**config.mk**
```make
export PLATFORM = sky130hd
export DESIGN_NAME = div_ctrl
export DESIGN_NICKNAME = d
export VERILOG_FILES = /design/src/rtl/div_ctrl.sv
export SDC_FILE = /design/constraint.sdc
export NUM_CORES = 1
export LEC_CHECK = 0
export CORE_MARGIN = 1
export CORE_UTILIZATION = 49
export DETAILED_ROUTE_END_ITERATION = 10
export PLACE_DENSITY = 0.81
export SLEW_MARGIN = 25
export SYNTH_ARGS = -nofsm -noshare
export SYNTH_HDL_FRONTEND = slang
export SYNTH_SLANG_ARGS = --single-unit
```
**constraint.sdc**
```tcl
create_clock -name clk -period 6.4 [get_ports clk]
set_input_delay 1.28 -clock clk [delete_from_list [all_inputs] [get_ports clk]]
set_output_delay 1.28 -clock clk [all_outputs]
set_load 0.02 [all_outputs]
```
**src/rtl/div_ctrl.sv**
```systemverilog
// Sequencing front-end for an iterative 32-bit unsigned divider core: RV32M DIV/DIVU/REM/REMU.
// Resolves divide-by-zero and signed overflow locally and sign-corrects core results.
module div_ctrl #(
  parameter int TAG_W = 5
) (
  input  logic             clk,
  input  logic             rst,
  input  logic             flush,
  input  logic             in_valid,
  output logic             in_ready,
  input  logic [1:0]       in_op,
  input  logic [31:0]      in_a,
  input  logic [31:0]      in_b,
  input  logic [TAG_W-1:0] in_tag,
  output logic             out_valid,
  input  logic             out_ready,
  output logic [31:0]      out_result,
  output logic [TAG_W-1:0] out_tag,
  output logic             busy,
  output logic             div_start,
  output logic [31:0]      div_dividend,
  output logic [31:0]      div_divisor,
  input  logic [31:0]      div_quotient,
  input  logic [31:0]      div_remainder,
  input  logic             div_finish
);

  typedef enum logic [1:0] {IDLE, START, WAIT, DONE} state_t;

  state_t             state_q, state_d;
  logic [1:0]         op_q, op_d;
  logic [TAG_W-1:0]   tag_q, tag_d;
  logic [31:0]        dividend_q, dividend_d;
  logic [31:0]        divisor_q, divisor_d;
  logic [31:0]        result_q, result_d;
  logic               neg_q_q, neg_q_d;
  logic               neg_r_q, neg_r_d;

  logic               is_signed;
  logic [31:0]        abs_a, abs_b;
  logic               b_zero, sgn_ovf;

  // 0x80000000 negates to itself, which is exactly its unsigned magnitude.
  assign is_signed = ~in_op[0];
  assign abs_a     = (is_signed && in_a[31]) ? (~in_a + 32'd1) : in_a;
  assign abs_b     = (is_signed && in_b[31]) ? (~in_b + 32'd1) : in_b;
  assign b_zero    = (in_b == 32'd0);
  assign sgn_ovf   = is_signed && (in_a == 32'h8000_0000) && (in_b == 32'hFFFF_FFFF);

  always_comb begin
    state_d    = state_q;
    op_d       = op_q;
    tag_d      = tag_q;
    dividend_d = dividend_q;
    divisor_d  = divisor_q;
    result_d   = result_q;
    neg_q_d    = neg_q_q;
    neg_r_d    = neg_r_q;
    case (state_q)
      IDLE: begin
        if (in_valid && !flush) begin
          op_d       = in_op;
          tag_d      = in_tag;
          dividend_d = abs_a;
          divisor_d  = abs_b;
          neg_q_d    = is_signed & (in_a[31] ^ in_b[31]);
          neg_r_d    = is_signed & in_a[31];
          if (b_zero) begin
            result_d = in_op[1] ? in_a : 32'hFFFF_FFFF;
            state_d  = DONE;
          end else if (sgn_ovf) begin
            result_d = in_op[1] ? 32'd0 : 32'h8000_0000;
            state_d  = DONE;
          end else begin
            state_d  = START;
          end
        end
      end
      START: state_d = WAIT;
      WAIT: begin
        // Finish is only trusted here: the core clears its stale level on the start edge.
        if (div_finish) begin
          if (op_q[1]) result_d = neg_r_q ? (~div_remainder + 32'd1) : div_remainder;
          else         result_d = neg_q_q ? (~div_quotient + 32'd1) : div_quotient;
          state_d = DONE;
        end
      end
      DONE: if (out_ready) state_d = IDLE;
      default: state_d = IDLE;
    endcase
    if (flush) state_d = IDLE;
  end

  always_ff @(posedge clk or posedge rst) begin
    if (rst) begin
      state_q    <= IDLE;
      op_q       <= 2'b00;
      tag_q      <= '0;
      dividend_q <= 32'd0;
      divisor_q  <= 32'd0;
      result_q   <= 32'd0;
      neg_q_q    <= 1'b0;
      neg_r_q    <= 1'b0;
    end else begin
      state_q    <= state_d;
      op_q       <= op_d;
      tag_q      <= tag_d;
      dividend_q <= dividend_d;
      divisor_q  <= divisor_d;
      result_q   <= result_d;
      neg_q_q    <= neg_q_d;
      neg_r_q    <= neg_r_d;
    end
  end

  assign in_ready     = (state_q == IDLE);
  assign out_valid    = (state_q == DONE);
  assign busy         = (state_q != IDLE);
  assign div_start    = (state_q == START);
  assign out_result   = result_q;
  assign out_tag      = tag_q;
  assign div_dividend = dividend_q;
  assign div_divisor  = divisor_q;

endmodule
```
; Word level (Yosys, flattened, before mapping)
; Cells that the tools add are included.
[word_totals]
reg_bits = 107
output_inout_bits = 105
[classes]
bitwise_logic = 8
addsub = 4
muxes = 19
n_reduce_logical = 13
eq_ne = 11
[ops]
columns = op, n
row1 = 32-bit 2-to-1 mux, 11
row2 = "32-bit by 1-bit adder with 32-bit output, second input constant", 4
row3 = 32-bit NOT, 4
row4 = "32-bit == test, second input constant", 2
row5 = 32-bit case mux with 2 select lines, 1
row6 = 32-bit zero test, 1
row7 = 2-bit 2-to-1 mux, 6
row8 = 2-bit case mux with 4 select lines, 1
row9 = "3-bit by 2-bit inequality test with 1-bit output, second input constant", 2
row10 = 1-bit logical AND, 5
row11 = "2-bit == test, second input constant", 2
row12 = 4-bit AND reduction, 1
row13 = 2-bit nonzero test, 2
row14 = "3-bit by 1-bit inequality test with 1-bit output, second input constant", 1
row15 = "3-bit inequality test, second input constant", 1
row16 = 3-bit AND reduction, 1
row17 = 1-bit AND, 2
row18 = "2-bit by 1-bit == test with 1-bit output, second input constant", 1
row19 = 2-bit zero test, 1
row20 = "2-bit by 1-bit inequality test with 1-bit output, second input constant", 1
row21 = "2-bit inequality test, second input constant", 1
row22 = 2-bit AND reduction, 1
row23 = 1-bit zero test, 1
row24 = 1-bit NOT, 1
row25 = 1-bit XOR, 1

; Logic depth before layout (Yosys ltp)
; Gate-level depths: netlist (run 1).
[depth]
word_depth = 8
mapped_depth = 10
mapped_depth_nobuf = 8

; Least setup slack after synthesis (run 1)
; OpenSTA, ideal clock, no wires.
[synth_path]
path_type = input to register
start = input div_quotient[0]
end = register result_q[26] (netlist: out_result[26])
setup_ns = 0.125
n_path_buf = 2
arrival_time_ns = 3.393
path_slack_ns = 2.882
path_stages = 10
path_cell_list = inv_1 > ha_1 > or3b_1 > clkbuf_1 > or4_1 > clkbuf_1 > o31ai_1 > xor2_1 > a221oi_1 > mux2_2
[synth_between]
elab_chain_cells = 6
[synth_rtl]
columns = item, line_no
row1 = start: declaration, 23  ; input logic [31:0] div_quotient,
row2 = 32-bit NOT, 84  ; else result_d = neg_q_q ? (~div_quotient + 32'd1) : div_quotient;
row3 = 32-bit by 1-bit adder with 32-bit output, 84
row4 = 32-bit 2-to-1 mux, 84
row5 = 32-bit 2-to-1 mux, 83  ; if (op_q[1]) result_d = neg_r_q ? (~div_remainder + 32'd1) : div_remainder;
row6 = 32-bit 2-to-1 mux, 82  ; if (div_finish) begin
row7 = 32-bit case mux with 2 select lines, 59  ; case (state_q)
row8 = end signal: assignment, 110  ; result_q <= result_d;
row9 = end: declaration, 35  ; logic [31:0] result_q, result_d;
; No other way between the ends. The select of a mux whose other input is x is not followed.
; A chain may end at the register's enable or synchronous reset.

; Worst setup path after layout (run 1)
[layout_path]
start = input in_b[2]
end = register result_q[30] (netlist: out_result[30])
[layout_between]
elab_chain_cells = 4
elab_cells_between_ends = 8
[layout_rtl]
columns = item, line_no
row1 = start: declaration, 13  ; input logic [31:0] in_b,
row2 = 32-bit == test or 32-bit zero test (tied branches), "48, 47"
row3 = 1-bit logical AND or 32-bit 2-to-1 mux (tied branches), "48, 68"
row4 = 3-bit by 1-bit inequality test with 1-bit output (no line) or 32-bit 2-to-1 mux (tied branches), --
row5 = 4-bit AND reduction (no line) or 32-bit case mux with 2 select lines (tied branches), --
; Several ways; a longest one is shown, not always the timed one. The select of a mux whose other input is x is not followed.

==> flow_metrics.py, run 1 <==
metrics = {
    "drt": {
        "ant_nets": 0,
        "drt_iter0_markers": 690,
        "num_vias": 7700,
        "viasPerCell": 5.98,
        "route.detailed.drc": 15,
        "dr.pass1.iters": 9,
        "wl_per_cell_um": 19.3,
        "drt_wl_total_mm": 24.9,
    },
    "setup_path": {
        "reg2reg_depth": 7,
        "cpMaxStageDelayCell": "nor4_4",
        "arrival_ns": 4.53,
        "path_delay_family": "simple AND/OR/NAND/NOR gates",
        "path_depth": 7,
        "rr_startpoint": "state_q[0]$_DFFE_PP0P_",
        "reg2reg_to": "out_result[10]$_DFFE_PP0P_",
        "worst_path_largest_cell_delay_ns": 0.91,
        "critPathKind": "in2reg",
        "cp-end-kind": "flop",
        "crit_required_ns": 6.69,
        "crit_chain": "clkdlybuf4s50_1, nor4_2, nand4_1, nor4_4, a32oi_1, o21ai_4, a32o_1",
        "crit_path_start_kind": "primary input",
        "critPathBufInv": 1,
        "critPathMaxFanout": 18,
        "r2r_setup_slack_ns": 3.42,
    },
    "layout": {
        "layout.nets": 1248,
        "area_delta_synth_final_pct": 37.1,
        "num_antenna_cells": 0,
        "final_core_util_pct": 69.9,
        "drive_above_1_share_pct": 4.62,
        "fin_area_sq_um": 10300,
    },
    "cts": {
        "cts.sinks": 106,
        "clockRootBuffer": "clkbuf_16",
        "cts.repair.resized": 0,
        "holdBufCountCts": 0,
        "post_cts_buffers": 0,
        "cts_made_buffers": 9,
        "cts.path.max_buffers": 2,
        "cts.reportedPaths.clkPinSlew_ns": 0.08,
        "cts_tree": "done",
        "clk_latency_ns": 0.36,
        "h-tree-depth": 3,
    },
    "synth": {
        "synth_seq_cells": 106,
        "ys_top_cells_by_count": "nand2_1, dfrtp_1, o21ai_0",
        "synth_ff_type": "dfrtp_1",
        "synth_most_common_cell": "nand2_1",
        "mappedNetlistArea_sq_um": 7490,
        "synth_compound_area_share_pct": 23.0,
        "yosys.area.top_type": "dfrtp_1",
        "synth-xor-area-share_pct": 13.7,
        "yosys-top-cells-area": "dfrtp_1, xor2_1, o21ai_0",
        "syn_inst": 891,
        "synth_top_family_by_area": "compound AO/OA/AOI/OAI gates",
        "ys_seq_area_share_pct": 35.4,
        "synthAdderAreaFrac_pct": 1.50,
        "synth_mux_area_share_pct": 1.97,
        "ys_warn_count": 0,
        "synthSimpleGateAreaFrac_pct": 20.3,
        "synth_edf_count": 0,
        "yosysUniqueCellTypes": 61,
        "async_flop_share_pct": 100,
        "synth_top_area_share_pct": 35.4,
        "syn_nets": 1041,
        "syn_area_per_cell_sq_um": 8.41,
    },
    "sta": {
        "rsz0062_at_grt": "no",
        "fin_hold_ws_ns": 0.479,
        "tightest_slew_ns": 1.05,
        "min_period_over_period_pct": 66.3,
        "tns_ns": 0,
        "skew_ns": 0.00707,
        "fmax_mhz": 236,
        "setup_viol": 0,
        "period_needed_ns": 4.24,
        "slew_violations": 0,
        "finalHoldViolCount": 0,
        "slew_headroom_pct": 30.2,
    },
    "floorplan": {
        "fp.dieH_um": 126,
        "chipWidth_um": 126,
        "ioPinCount": 246,
        "fp-row-count": 44,
        "fp.coreArea_sq_um": 14700,
        "dieArea_sq_um": 15800,
        "start_util_pct": 51.0,
    },
    "job": {
        "maxCapViolations": 0,
    },
    "power_and_ir_drop": {
        "p_leak_nw": 3.87,
        "max-vdd-ir-drop_mv": 0.242,
        "pwr_density_cell_nw_per_um2": 392,
    },
    "worst_hold_path": {
        "holdCritPathClass": "reg2reg",
        "hold_end": "out_tag[2]$_DFFE_PP0P_",
        "min_from": "out_tag[2]$_DFFE_PP0P_",
        "whs_path_depth": 2,
    },
    "outcome": {
        "violations": "design-rule violations",
        "status": "finished with violations",
    },
    "global_route": {
        "grt_max_degree": 135,
        "grt_pass1_vias": 7373,
        "grt_usage_pct": 31.7,
        "antenna_found_initial": 1,
        "grt_pass1_wl_mm": 39.2,
        "gr-total-overflow": 0,
    },
    "placement": {
        "place_area_sq_um": 9970,
        "hpwl_mm": 19.1,
        "place.gp.congestion": 0.924,
        "port_buffers": 245,
    },
}
## registers in the layout, summed over array words and instances, names as in the netlist
name          count
div_dividend     32
div_divisor      32
neg_q_q           1
neg_r_q           1
op_q              1
out_result       32
out_tag           5
state_q           2
## stage by stage
| step | power (mW) | instances | setup slack [ns] |
|---|---|---|---|
| global placement | 3.43 | 1271 | 1.89 |
| finish | 4.03 | 1287 | 2.16 |
| global route | 4.26 | 1287 | 1.88 |
| detailed placement | 3.46 | 1271 | 1.84 |
| CTS | 4.03 | 1287 | 2.21 |
| floorplan | 2.44 | 891 | 2.33 |
## report_power, final
group	switching, mW	internal (mW)	total [mW]	leakage (nW)
clock	0.281	0.276	0.556	0.146
combinational	1.21	1.01	2.22	2.38
sequential	0.262	0.986	1.25	1.34
total	1.75	2.28	4.03	3.87
## cell usage in the layout, fill, tap and decap left out, types with 3 or more instances in the layout
| cell type | n |
|---|---|
| inv_1 | 17 |
| and2_1 | 4 |
| a31oi_1 | 12 |
| o31ai_1 | 26 |
| nand2_1 | 124 |
| clkbuf_16 | 9 |
| a221oi_1 | 8 |
| dfrtp_1 | 105 |
| ha_1 | 9 |
| a22o_1 | 6 |
| nor3_1 | 22 |
| o211ai_1 | 10 |
| o21ai_0 | 106 |
| clkdlybuf4s50_1 | 245 |
| or3_1 | 9 |
| or4_1 | 9 |
| nor4_1 | 16 |
| o41ai_1 | 18 |
| clkinv_4 | 4 |
| nand3_1 | 10 |
| nor2b_1 | 6 |
| or2_2 | 5 |
| nand2b_1 | 15 |
| nand3b_1 | 5 |
| or4_4 | 4 |
| a21oi_1 | 50 |
| nand4_1 | 14 |
| nor2_1 | 51 |
| o221ai_1 | 6 |
| inv_8 | 3 |
| xnor2_1 | 49 |
| a32o_1 | 8 |
| o41a_1 | 4 |
| xor2_1 | 68 |
| mux2_2 | 10 |
## cell families (layout without fill, tap and decap cells)
family | after synthesis | after routing
and+or+nand+nor | 307 | 307
AOI/OAI and AO/OA | 268 | 268
xor gates and xnor gates | 117 | 117
DFF | 106 | 106
buffers and inverters | 71 | 283
muxes | 13 | 13
adders and majority gates | 9 | 9
## tightest hold or removal path, stage by stage, from the launching register on
cell and delay (ns):
dfrtp_1 0.35, nand2_1 0.05, nand2_1 0.05
## worst max-delay path by stage
stage | startpoint | endpoint | slack [ns]
after floorplan | rst | div_dividend[0]$_DFFE_PP0P_ | 2.33
after detailed placement | in_b[2] | out_result[26]$_DFFE_PP0P_ | 1.84
after global placement | in_b[2] | out_result[9]$_DFFE_PP0P_ | 1.89
final | in_b[2] | out_result[30]$_DFFE_PP0P_ | 2.16
after CTS | in_b[2] | out_result[10]$_DFFE_PP0P_ | 2.21
after global routing | in_b[2] | out_result[18]$_DFFE_PP0P_ | 1.88
## cell type report
cell class | instances | area [sq um]
multi-input combinational | 714 | 4540
timing repair buffer | 248 | 2480
clock inverter | 7 | 68.8
tap | 184 | 230
inverter | 19 | 73.8
clock buffer | 9 | 225
fill | 1230 | 4430
sequential | 106 | 2650
## layer usage
metal	GRT usage (%)	part of all wire, %	vias up
li1	-	-	3647
met1	42.5	43	3671
met2	50.3	46	325
met3	6.16	7.4	57
met4	13.0	3.7	0
met5	0	0	-
Note: power is estimated with default switching activity, not from simulation.
==> run 2: changes to the inputs <==
CORE_UTILIZATION = 47   (was 49)
PLACE_DENSITY = 0.78   (was 0.81)
clock period = 4.1 ns   (was 6.4 ns; I/O delays follow)
==> flow_metrics.py, run 2 (synthesis gave the netlist of run 1 again) <==
metrics = {
    "drt": {
        "dr.pass1.iters": 5,
        "route.detailed.drc": 0,
        "drt_iter0_markers": 699,
        "wl_per_cell_um": 19.2,
        "ant_nets": 0,
        "num_vias": 7788,
        "drt_wl_total_mm": 25.5,
        "viasPerCell": 5.85,
    },
    "floorplan": {
        "start_util_pct": 48.7,
        "fp.dieH_um": 128,
        "chipWidth_um": 128,
        "fp-row-count": 45,
        "dieArea_sq_um": 16400,
        "fp.coreArea_sq_um": 15400,
        "ioPinCount": 246,
    },
    "job": {
        "maxCapViolations": 0,
    },
    "placement": {
        "dp_cells": 1315,
        "place.gp.congestion": 0.960,
        "port_buffers": 245,
        "hpwl_mm": 19.9,
    },
    "sta": {
        "skew_ns": 0.00780,
        "rsz0062_at_grt": "no",
        "fmax_mhz": 285,
        "finalHoldViolCount": 0,
        "min_period_over_period_pct": 85.5,
        "tns_ns": 0,
        "setup_viol": 0,
        "tightest_slew_ns": 1.01,
        "period_needed_ns": 3.50,
        "slew_headroom_pct": 32.4,
        "slew_violations": 0,
    },
    "cts": {
        "holdBufCountCts": 0,
        "post_cts_buffers": 0,
        "cts_made_buffers": 9,
        "cts_tree": "done",
        "clockRootBuffer": "clkbuf_16",
        "clk_latency_ns": 0.36,
        "cts.sinks": 106,
        "cts.reportedPaths.clkPinSlew_ns": 0.07,
        "h-tree-depth": 3,
        "cts.path.max_buffers": 2,
        "cts.repair.resized": 0,
    },
    "setup_path": {
        "crit_chain": "clkdlybuf4s50_1, nor3_1, nand4b_1, or3_1, o21bai_2, and2_4, mux2_2",
        "critPathKind": "in2reg",
        "cp-end-kind": "flop",
        "crit_required_ns": 4.34,
        "r2r_setup_slack_ns": 0.96,
        "critPathMaxFanout": 19,
        "cpMaxStageDelayCell": "or3_1",
        "worst_path_largest_cell_delay_ns": 0.55,
        "arrival_ns": 3.74,
        "crit_path_start_kind": "primary input",
    },
    "global_route": {
        "gr-total-overflow": 0,
        "grt_max_degree": 135,
        "grt_usage_pct": 31.4,
        "grt_pass1_vias": 7353,
        "grt_pass1_wl_mm": 39.5,
        "antenna_found_initial": 1,
    },
    "layout": {
        "seq_area_sq_um": 2650,
        "final_common_cell": "clkdlybuf4s50_1",
        "fillers": 1318,
        "layout.nets": 1265,
        "num_antenna_cells": 0,
        "area_delta_synth_final_pct": 39.5,
        "layoutNonFillerInstCount": 1331,
        "final_core_util_pct": 68.0,
        "drive_above_1_share_pct": 5.89,
        "layout_common_cells": "clkdlybuf4s50_1, nand2_1, o21ai_0, dfrtp_1, xor2_1",
        "multi_input_area_sq_um": 4540,
    },
    "power_and_ir_drop": {
        "p_leak_nw": 3.97,
        "power_mw": 6.39,
        "pwr_density_cell_nw_per_um2": 611,
        "max-vdd-ir-drop_mv": 0.490,
    },
    "worst_hold_path": {
        "holdCritPathClass": "reg2reg",
    },
    "outcome": {
        "status": "finished, final reports clean",
    },
}
==> run 2: changes by cell type in the layout (fill, tap and decap cells not counted), sizes merged <==
cell	previous run	this run
buf	3	20
bufinv	0	2
inv	21	19
==> run 2: final timing paths <==
kind / startpoint / endpoint / depth (start not counted)
max: in_a[2] / out_result[16]$_DFFE_PP0P_ / 7
min: out_tag[3]$_DFFE_PP0P_ / out_tag[3]$_DFFE_PP0P_ / 2
max reg2reg: state_q[0]$_DFFE_PP0P_ / out_result[16]$_DFFE_PP0P_ / 7
min reg2reg: out_tag[3]$_DFFE_PP0P_ / out_tag[3]$_DFFE_PP0P_ / 2
max in group asynchronous: rst / out_result[20]$_DFFE_PP0P_ / 3
min in group asynchronous: rst / div_dividend[0]$_DFFE_PP0P_ / 2
==> run 2: power by group <==
| group | switching (mW) | leakage [nW] | internal [mW] |
|---|---|---|---|
| combinational | 1.92 | 2.47 | 1.60 |
| sequential | 0.384 | 1.34 | 1.54 |
| clock | 0.412 | 0.160 | 0.536 |
| total | 2.71 | 3.97 | 3.68 |
==> run 2: per-layer routing <==
layer / part of all wire [%] / global-route usage (%) / wire length, um
met1: 42 / 42.0 / 10600
met4: 2.3 / 9.62 / 575
met2: 47 / 50.1 / 11900
met5: 0.039 / 0 / 10
met3: 9.3 / 7.30 / 2370
==> run 2: cell type report <==
cell class / count / share of cell area, %
clock buffers: 9 / 2.15
clock inverters: 7 / 0.886
inverters: 19 / 0.706
multi-input cells: 714 / 43.4
flip-flops and latches: 106 / 25.4
well taps: 211 / 2.53
repair buffers: 265 / 24.9
==> run 2: metrics by stage <==
| stage | instance area [sq um] | setup WS (ns) | hold slack [ns] |
|---|---|---|---|
| after floorplan | 7490 | 0.491 | 0.547 |
| after CTS | 10400 | 0.666 | 0.479 |
| after global placement | 10100 | 0.335 | 0.460 |
| after detailed placement | 10100 | 0.298 | 0.461 |
| final | 10500 | 0.595 | 0.477 |
| after global routing | 10500 | 0.444 | 0.503 |
==> run 2: worst max-delay path, delay by kind of cell <==
| family | cells | cell delay (ns) |
|---|---|---|
| buffers and inverters | 1 | 0.53 |
| muxes | 1 | 0.37 |
| and+or+nand+nor | 4 | 1.71 |
| AOI/OAI and AO/OA | 1 | 0.29 |
==> run 3: changes to the inputs <==
CAP_MARGIN = 20   (was unset)
==> results of run 3 <==
The final DEF is identical to that of run 2; final timing and power are the same.
